$ cat src/rtl/seq_gen_pkg.sv
// Shared types and constants for the serial stimulus generator.
// The LFSR step function is used only when SEQ_BIT_GEN_LFSR_EN is defined.
package seq_gen_pkg;

  typedef enum logic [1:0] {
    IDLE,
    SHIFT,
    DONE
  } state_t;

  localparam logic [15:0] LFSR_TAPS     = 16'hB400;
  localparam logic [15:0] LFSR_SEED_DEF = 16'h0001;
  localparam int          RUN_LEN_DEF   = 4;

  // Right-shifting Fibonacci form: bit 0 is the output end, so the tap mask is mirrored.
  function automatic logic [15:0] lfsr_step(input logic [15:0] s);
    logic [15:0] w_mask;
    for (int unsigned i = 0; i < 16; i++) w_mask[i] = LFSR_TAPS[15 - i];
    return {^(s & w_mask), s[15:1]};
  endfunction

endpackage

$ cat src/rtl/seq_bit_gen_run_len_tracker.sv
// Tracks the run of identical valid bits; expect_s is registered so it
// lines up with the registered serial bit it describes.
module run_len_tracker
  import seq_gen_pkg::*;
#(
  parameter int RUN_LEN = RUN_LEN_DEF
) (
  input  logic clk,
  input  logic reset_n,
  input  logic clr,
  input  logic vld,
  input  logic in_bit,
  output logic expect_s
);

  localparam int CW = $clog2(RUN_LEN + 1);

  logic [CW-1:0] r_cnt;
  logic          r_prev;
  logic [CW-1:0] w_cnt;

  always_comb begin
    if (clr || (r_cnt == '0) || (in_bit != r_prev)) w_cnt = CW'(1);
    else if (r_cnt == CW'(RUN_LEN))                 w_cnt = r_cnt;
    else                                            w_cnt = r_cnt + 1'b1;
  end

  always_ff @(posedge clk) begin
    if (!reset_n || !vld) begin
      r_cnt    <= '0;
      r_prev   <= 1'b0;
      expect_s <= 1'b0;
    end else begin
      r_cnt    <= w_cnt;
      r_prev   <= in_bit;
      expect_s <= (w_cnt == CW'(RUN_LEN));
    end
  end

endmodule

$ cat src/rtl/seq_bit_gen.sv
// Serial stimulus transmitter: shifts a pattern out LSB-first with golden run-detector output.
// Optional LFSR source enabled by defining SEQ_BIT_GEN_LFSR_EN (adds port lfsr_mode).
module seq_bit_gen
  import seq_gen_pkg::*;
#(
  parameter int PAT_W   = 16,
  parameter int CNT_W   = 5,
  parameter int RUN_LEN = RUN_LEN_DEF
) (
  input  logic             clk,
  input  logic             reset_n,
`ifdef SEQ_BIT_GEN_LFSR_EN
  input  logic             lfsr_mode,
`endif
  input  logic             start,
  input  logic [PAT_W-1:0] pat_data,
  input  logic [CNT_W-1:0] pat_len,
  input  logic             repeat_en,
  input  logic             stop,
  output logic             out_x,
  output logic             out_vld,
  output logic             expect_s,
  output logic [CNT_W-1:0] bit_idx,
  output logic             busy,
  output logic             done
);

  state_t           r_state;
  logic [PAT_W-1:0] r_pat;
  logic [CNT_W-1:0] r_last_idx;
  logic             r_stop_seen;

  logic             w_start_acc;
  logic             w_last;
  logic             w_wrap;
  logic             w_next_vld;
  logic             w_next_bit;
  logic [CNT_W-1:0] w_len;
  logic [CNT_W-1:0] w_next_idx;
  logic [PAT_W-1:0] w_sel;

`ifdef SEQ_BIT_GEN_LFSR_EN
  logic             r_lfsr_mode;
  logic [15:0]      r_lfsr;
  logic [15:0]      w_seed;
`endif

  // Next-bit values are computed combinationally so out_x and the tracker update together.
  always_comb begin
    w_len       = ((pat_len == '0) || (pat_len > CNT_W'(PAT_W))) ? CNT_W'(PAT_W) : pat_len;
    w_start_acc = (r_state == IDLE) && start;
    w_last      = (r_state == SHIFT) && (bit_idx == r_last_idx);
    w_wrap      = w_last && repeat_en && !(r_stop_seen || stop);
    w_next_idx  = w_wrap ? '0 : bit_idx + 1'b1;
    w_next_vld  = w_start_acc || ((r_state == SHIFT) && (!w_last || w_wrap));
    w_sel       = w_start_acc ? pat_data : (r_pat >> w_next_idx);
    w_next_bit  = w_next_vld & w_sel[0];
`ifdef SEQ_BIT_GEN_LFSR_EN
    w_seed = (pat_data[15:0] == 16'h0000) ? LFSR_SEED_DEF : pat_data[15:0];
    if (w_start_acc ? lfsr_mode : r_lfsr_mode)
      w_next_bit = w_next_vld & (w_start_acc ? w_seed[0] : r_lfsr[0]);
`endif
  end

  always_ff @(posedge clk) begin
    if (!reset_n) begin
      r_state     <= IDLE;
      r_pat       <= '0;
      r_last_idx  <= '0;
      r_stop_seen <= 1'b0;
      out_x       <= 1'b0;
      out_vld     <= 1'b0;
      bit_idx     <= '0;
      busy        <= 1'b0;
      done        <= 1'b0;
`ifdef SEQ_BIT_GEN_LFSR_EN
      r_lfsr_mode <= 1'b0;
      r_lfsr      <= LFSR_SEED_DEF;
`endif
    end else begin
      case (r_state)
        IDLE: begin
          done    <= 1'b0;
          busy    <= w_start_acc;
          out_vld <= w_next_vld;
          out_x   <= w_next_bit;
          bit_idx <= '0;
          if (w_start_acc) begin
            r_state     <= SHIFT;
            r_pat       <= pat_data;
            r_last_idx  <= w_len - CNT_W'(1);
            r_stop_seen <= 1'b0;
`ifdef SEQ_BIT_GEN_LFSR_EN
            r_lfsr_mode <= lfsr_mode;
            r_lfsr      <= lfsr_step(w_seed);
`endif
          end
        end
        SHIFT: begin
          out_vld <= w_next_vld;
          out_x   <= w_next_bit;
          if (stop) r_stop_seen <= 1'b1;
          if (w_next_vld) begin
            bit_idx <= w_next_idx;
`ifdef SEQ_BIT_GEN_LFSR_EN
            r_lfsr  <= lfsr_step(r_lfsr);
`endif
          end else begin
            r_state <= DONE;
            done    <= 1'b1;
          end
        end
        DONE: begin
          r_state <= IDLE;
          done    <= 1'b0;
          busy    <= 1'b0;
          bit_idx <= '0;
        end
        default: r_state <= IDLE;
      endcase
    end
  end

  run_len_tracker #(
    .RUN_LEN(RUN_LEN)
  ) u_run_len_tracker (
    .clk     (clk),
    .reset_n (reset_n),
    .clr     (w_start_acc),
    .vld     (w_next_vld),
    .in_bit  (w_next_bit),
    .expect_s(expect_s)
  );

endmodule
$ cat config.mk
export PLATFORM = sky130hd
export DESIGN_NAME = seq_bit_gen
export DESIGN_NICKNAME = d
export VERILOG_FILES = /design/src/rtl/seq_gen_pkg.sv /design/src/rtl/seq_bit_gen_run_len_tracker.sv /design/src/rtl/seq_bit_gen.sv
export SDC_FILE = /design/constraint.sdc
export NUM_CORES = 1
export LEC_CHECK = 0
export BUFFER_PORTS_ARGS = -buffer_cell sky130_fd_sc_hd__buf_4
export CAP_MARGIN = 20
export CORE_ASPECT_RATIO = 0.7
export CORE_MARGIN = 2
export CORE_UTILIZATION = 30
export DETAILED_ROUTE_END_ITERATION = 8
export PLACE_DENSITY_LB_ADDON = 0.1
export SYNTH_ARGS = -nofsm -noshare
export SYNTH_HDL_FRONTEND = slang
export SYNTH_SLANG_ARGS = --single-unit
$ cat constraint.sdc
create_clock -name clk -period 5.2 [get_ports clk]
set_input_delay 0.52 -clock clk [delete_from_list [all_inputs] [get_ports clk]]
set_output_delay 0.52 -clock clk [all_outputs]
set_load 0.01 [all_outputs]
# Word level (Yosys, flattened, before mapping)
# Cells that the tools add are included.
dict set report classes {
  eq_ne 10
  n_bitwise 1
  reduce_logical 29
  add_sub_neg 3
  n_lt_le_gt_ge 1
  n_mux 16
  shift 1
}
# op n
set ops {}
lappend ops {{16-bit by 5-bit right shift with 1-bit output} 1}
lappend ops {{5-bit 2-to-1 mux} 3}
lappend ops {{5-bit one-hot mux with 2 select lines} 1}
lappend ops {{2-bit AND reduction} 4}
lappend ops {{1-bit logical OR} 7}
lappend ops {{3-bit == test (second input constant)} 2}
lappend ops {{3-bit 2-to-1 mux} 2}
lappend ops {{1-bit one-hot mux with 2 select lines} 3}
lappend ops {{2-bit nonzero test} 3}
lappend ops {{5-bit by 1-bit adder with 5-bit output (second input constant)} 1}
lappend ops {{5-bit == test} 1}
lappend ops {{5-bit greater-than comparator (second input constant)} 1}
lappend ops {{1-bit logical AND} 5}
lappend ops {{5-bit logical NOT} 1}
lappend ops {{5-bit by 1-bit subtractor with 5-bit output (second input constant)} 1}
lappend ops {{1-bit logical NOT} 4}
lappend ops {{1-bit 2-to-1 mux} 4}
lappend ops {{2-bit 2-to-1 mux} 2}
lappend ops {{2-bit by 1-bit inequality test with 1-bit output (second input constant)} 2}
lappend ops {{2-bit inequality test (second input constant)} 2}
lappend ops {{2-bit one-hot mux with 2 select lines} 1}
lappend ops {{2-bit OR reduction} 2}
lappend ops {{3-bit by 1-bit adder with 3-bit output (second input constant)} 1}
lappend ops {{3-bit logical NOT} 1}
lappend ops {{other kinds (6)} 6}
dict set report word_totals {
  ff_bits 38
  inputBits 26
  elab_cells 73
  output_inout_bits 10
}

# Depth between registers and ports, before layout
dict set report logic_depth {
  word_depth 12
  mapped_depth 8
}

# By module
# A second synthesis with hierarchy kept.
dict set report unflattened {
  hier_cells 224
  hier_area_um2 1853.0
}
# module instances seq_area_each_um2 cells_per_inst area_per_inst_um2
set modules_own_cells {}
lappend modules_own_cells {seq_bit_gen 1 660.6 198 1607.8}
lappend modules_own_cells {run_len_tracker 1 100.1 26 245.2}

# Worst setup path after synthesis
# OpenSTA, ideal clock, no wires.
dict set report synth_path {
  path_type {register to register}
  startpoint {reg bit_idx[1]}
  endpoint {reg u_run_len_tracker.r_cnt[1]}
  path_slack_ns 2.892
  synth_period_minus_slack_ns 2.308
  t_arrival_ns 2.187
  path_stages_with_launch 8
  t_required_ns 5.079
  path_cell_list {dfxtp_1 ha_1 buf_2 mux4_2 mux2i_2 o31ai_4 a21oi_4 mux2_4}
}
dict set report synth_via {
  elab_chain_len 11
  word_cells_on_any_way 18
}
# item line_no
set synth_rtl {}
lappend synth_rtl {{start, declared} seq_bit_gen.sv:23} ;# output logic [CNT_W-1:0] bit_idx,
lappend synth_rtl {{start signal, assigned} seq_bit_gen.sv:104} ;# bit_idx <= w_next_idx;
lappend synth_rtl {{parallel branches: the longest is 11 deep, another holds 5-bit by 1-bit adder with 5-bit output} --}
lappend synth_rtl {{end signal, assigned} seq_bit_gen_run_len_tracker.sv:34} ;# r_cnt <= w_cnt;
lappend synth_rtl {{end, declared} seq_bit_gen_run_len_tracker.sv:18} ;# logic [CW-1:0] r_cnt;
# Several ways; the timed one is not identified.
# A chain may end at the register's enable or synchronous reset.

# Final worst setup path
dict set report layout_path {
  startpoint {reg bit_idx[0]}
  endpoint {reg u_run_len_tracker.r_cnt[1]}
}
# Same word-level chain as after synthesis.

==> impl_metrics.yaml <==
grt:
  use_met3_pct: 3.727
  use_met2_pct: 17.54
  grt_overflow: 0
  busiest_layer: "met1"
  antenna_found_initial: 0
  grt.met1_usage_pct: 20.91
  grt_start_max_net_pins: 30
  grt_pass1_wl_um: 8107
  grt_pass1_vias: 1559
  track_usage_pct: 13.57
floorplanning:
  pin_count: 36
  initial_core_util_pct: 31.00
  die_w_um: 103.9
  fp.dieH_um: 73.91
  dieArea_mm2: 0.007677
  rows: 25
  core_mm2: 0.006756
min_path:
  hold_path.class: "flip-flop to flip-flop"
status:
  status: "completed"
clock_tree:
  cts_tree: "done"
  clockBufferDepth: 2
  clockRootBuffer: "clkbuf_8"
  clk_pin_slew_worst_paths_ns: 0.08
  cts.repair.resized: 0
  numCtsBuffers: 5
  post_cts_buffers: 0
  htree_levels: 2
  cts_sinks: 38
  clock_latency_ns: 0.29
  ctsHoldBuffers: 0
yosys:
  synth_cell_types: 51
  mappedNetlistArea_mm2: 0.002095
  synth_warnings: 0
  ys_ff_latch: 38
  synth_nets: 270
  yosysSeqAreaShare_pct: 36.32
  synth.avg_cell_area_um2: 8.764
  synthCells: 239
setup_path:
  end_kind: "flip-flop"
  max_stage_delay_ns: 0.65
  critical_path_class: "flip-flop to flip-flop"
  crit_family: "multiplexers"
  path_cells: "ha_1 > xnor2_4 > mux4_2 > mux2i_2 > o31ai_4 > a21oi_4 > mux2_4"
  critPathMaxFanout: 11
  start_kind: "flip-flop"
  cp.buffers_inverters: 0
  crit_arrival_ns: 2.85
  cp_slowest_cell: "dfxtp_1"
  required_ns: 5.38
pwr:
  p_leak_nw: 1.029
  irDropWorstVdd_mv: 0.09799
  power_density_mw_per_mm2: 269.6
cells_and_area:
  fin_cells: 362
  final_cell_mix: "nand2_1, dfxtp_1, buf_4, a21boi_0, nor2_1"
  drive_gt1_share_pct: 21.64
  final_common_cell: "nand2_1"
  fin_nets: 298
  nFillCells: 730
  syn_to_final_growth_pct: 19.35
  diodes: 0
sta:
  post-route-period-util_pct: 51.19
  min_period_ns: 2.662
  max_freq_mhz: 375.7
  whs_ns: 0.4671
  setup_tns_ns: 0
  finalClockSkew_ns: 0.005529
  slew_headroom_pct: 51.45
  hold_viol_final: 0
  setup_viol: 0
  tightest_slew_ns: 0.7099
  slew_violations: 0
  rsz0062_at_grt: "no"
  postLayoutSetupSlackWorst_ns: 2.538
place:
  gp_congestion: 0.7902
  io_buffers: 35
  pre_cts_ws_ns: 2.519
  dp.cells: 354
  dpl.hpwl_um: 3477
drt:
  via_count: 1648
  postRouteAntennaNets: 0
  drt_iter0_markers: 55
  via_per_inst: 4.552
  first_pass_iters: 4
  wl_per_cell_um: 13.19
  drc: 0
  wl_um: 4775
run:
  drv_cap: 0
[synth_stat cells (all sizes together)]
cell type | instances | area [um2]
a2111oi | 3 | 51.30
a21boi | 18 | 135.1
a21o | 1 | 7.510
a21oi | 10 | 61.31
a22oi | 2 | 15.01
a31oi | 3 | 18.77
a41o | 1 | 10.01
and2 | 2 | 15.02
and3 | 1 | 6.260
and3b | 1 | 8.760
and4b | 1 | 10.01
buf | 9 | 55.04
clkbuf | 7 | 26.28
dfxtp | 38 | 760.7
ha | 5 | 62.56
inv | 7 | 26.28
mux2 | 2 | 30.03
mux2i | 8 | 83.83
mux4 | 3 | 67.56
nand2 | 44 | 165.2
nand2b | 4 | 25.02
nand3 | 6 | 30.03
nand3b | 2 | 15.01
nand4 | 1 | 6.260
nor2 | 14 | 55.06
nor2b | 8 | 50.05
nor3 | 5 | 30.03
nor3b | 3 | 22.52
nor4 | 2 | 12.51
nor4b | 1 | 8.760
o211a | 2 | 20.02
o21a | 1 | 7.510
o21ai | 11 | 55.05
o31ai | 2 | 28.78
or2 | 1 | 6.260
or4 | 1 | 7.510
xnor2 | 4 | 53.81
xor2 | 5 | 43.79
[worst reg2reg max path, stage by stage, from the launching register on]
cell,delay (ns)
dfxtp_1,0.65
ha_1,0.48
xnor2_4,0.19
mux4_2,0.34
mux2i_2,0.21
o31ai_4,0.12
a21oi_4,0.26
mux2_4,0.32
[final timing paths]
check,to,cells past startpoint,slack (ns),start
min reg2reg,r_pat[10],2,0.47,r_pat[10]
max reg2reg,u_run_len_tracker.r_cnt[1],7,2.54,bit_idx[0]
max,u_run_len_tracker.r_cnt[1],7,2.54,bit_idx[0]
min,r_pat[10],2,0.47,r_pat[10]
[metal layers]
layer,share of wire [%],vias up,wire length [um]
met4,0.80,0,38
met3,5.3,2,255
li1,-,887,-
met5,0,-,0
met2,35,40,1680
met1,59,719,2800
[flip-flops by register name (all words and copies together) (netlist names)]
register                    cells
done                            1
out_vld                         1
bit_idx                         5
busy                            1
u_run_len_tracker.expect_s      1
r_pat                          16
r_state                         2
u_run_len_tracker.r_cnt         3
r_stop_seen                     1
r_last_idx                      5
out_x                           1
u_run_len_tracker.r_prev        1
[report_power, final]
group / switching, mW / internal [mW] / total [mW]
Clock: 0.105 / 0.107 / 0.213
Combinational: 0.0734 / 0.0607 / 0.134
Sequential: 0.0167 / 0.311 / 0.327
[through the flow]
stage	power [mW]	util [%]	cell area [um2]
final	0.6741	37.00	2500
after global routing	0.7139	37.00	2500
after CTS	0.6855	37.00	2500
after detailed placement	0.4701	35.65	2409
after global placement	0.4706	35.65	2409
after floorplan	0.4234	-	2095
[kinds of logic (layout without fill, tap and decap cells)]
logic type,Yosys count,count (layout),synth area share (%)
simple gates,97,97,22.64
buf+inv,23,52,5.137
xor+xnor,9,9,4.660
fa+ha+maj,5,5,2.987
flops,38,38,36.32
mux,13,13,8.662
compound gates,54,54,19.59
[cell type report]
class	count	area, um2	share of cell area, %
multi-input combinational	178	1226	49.05
sequential	38	760.7	30.43
timing repair buffer	37	277.8	11.11
tap	94	117.6	4.705
clock buffer	7	86.33	3.453
inverter	7	26.28	1.051
clock inverter	1	5.005	0.2002
Power figures use the tool's default switching activity.
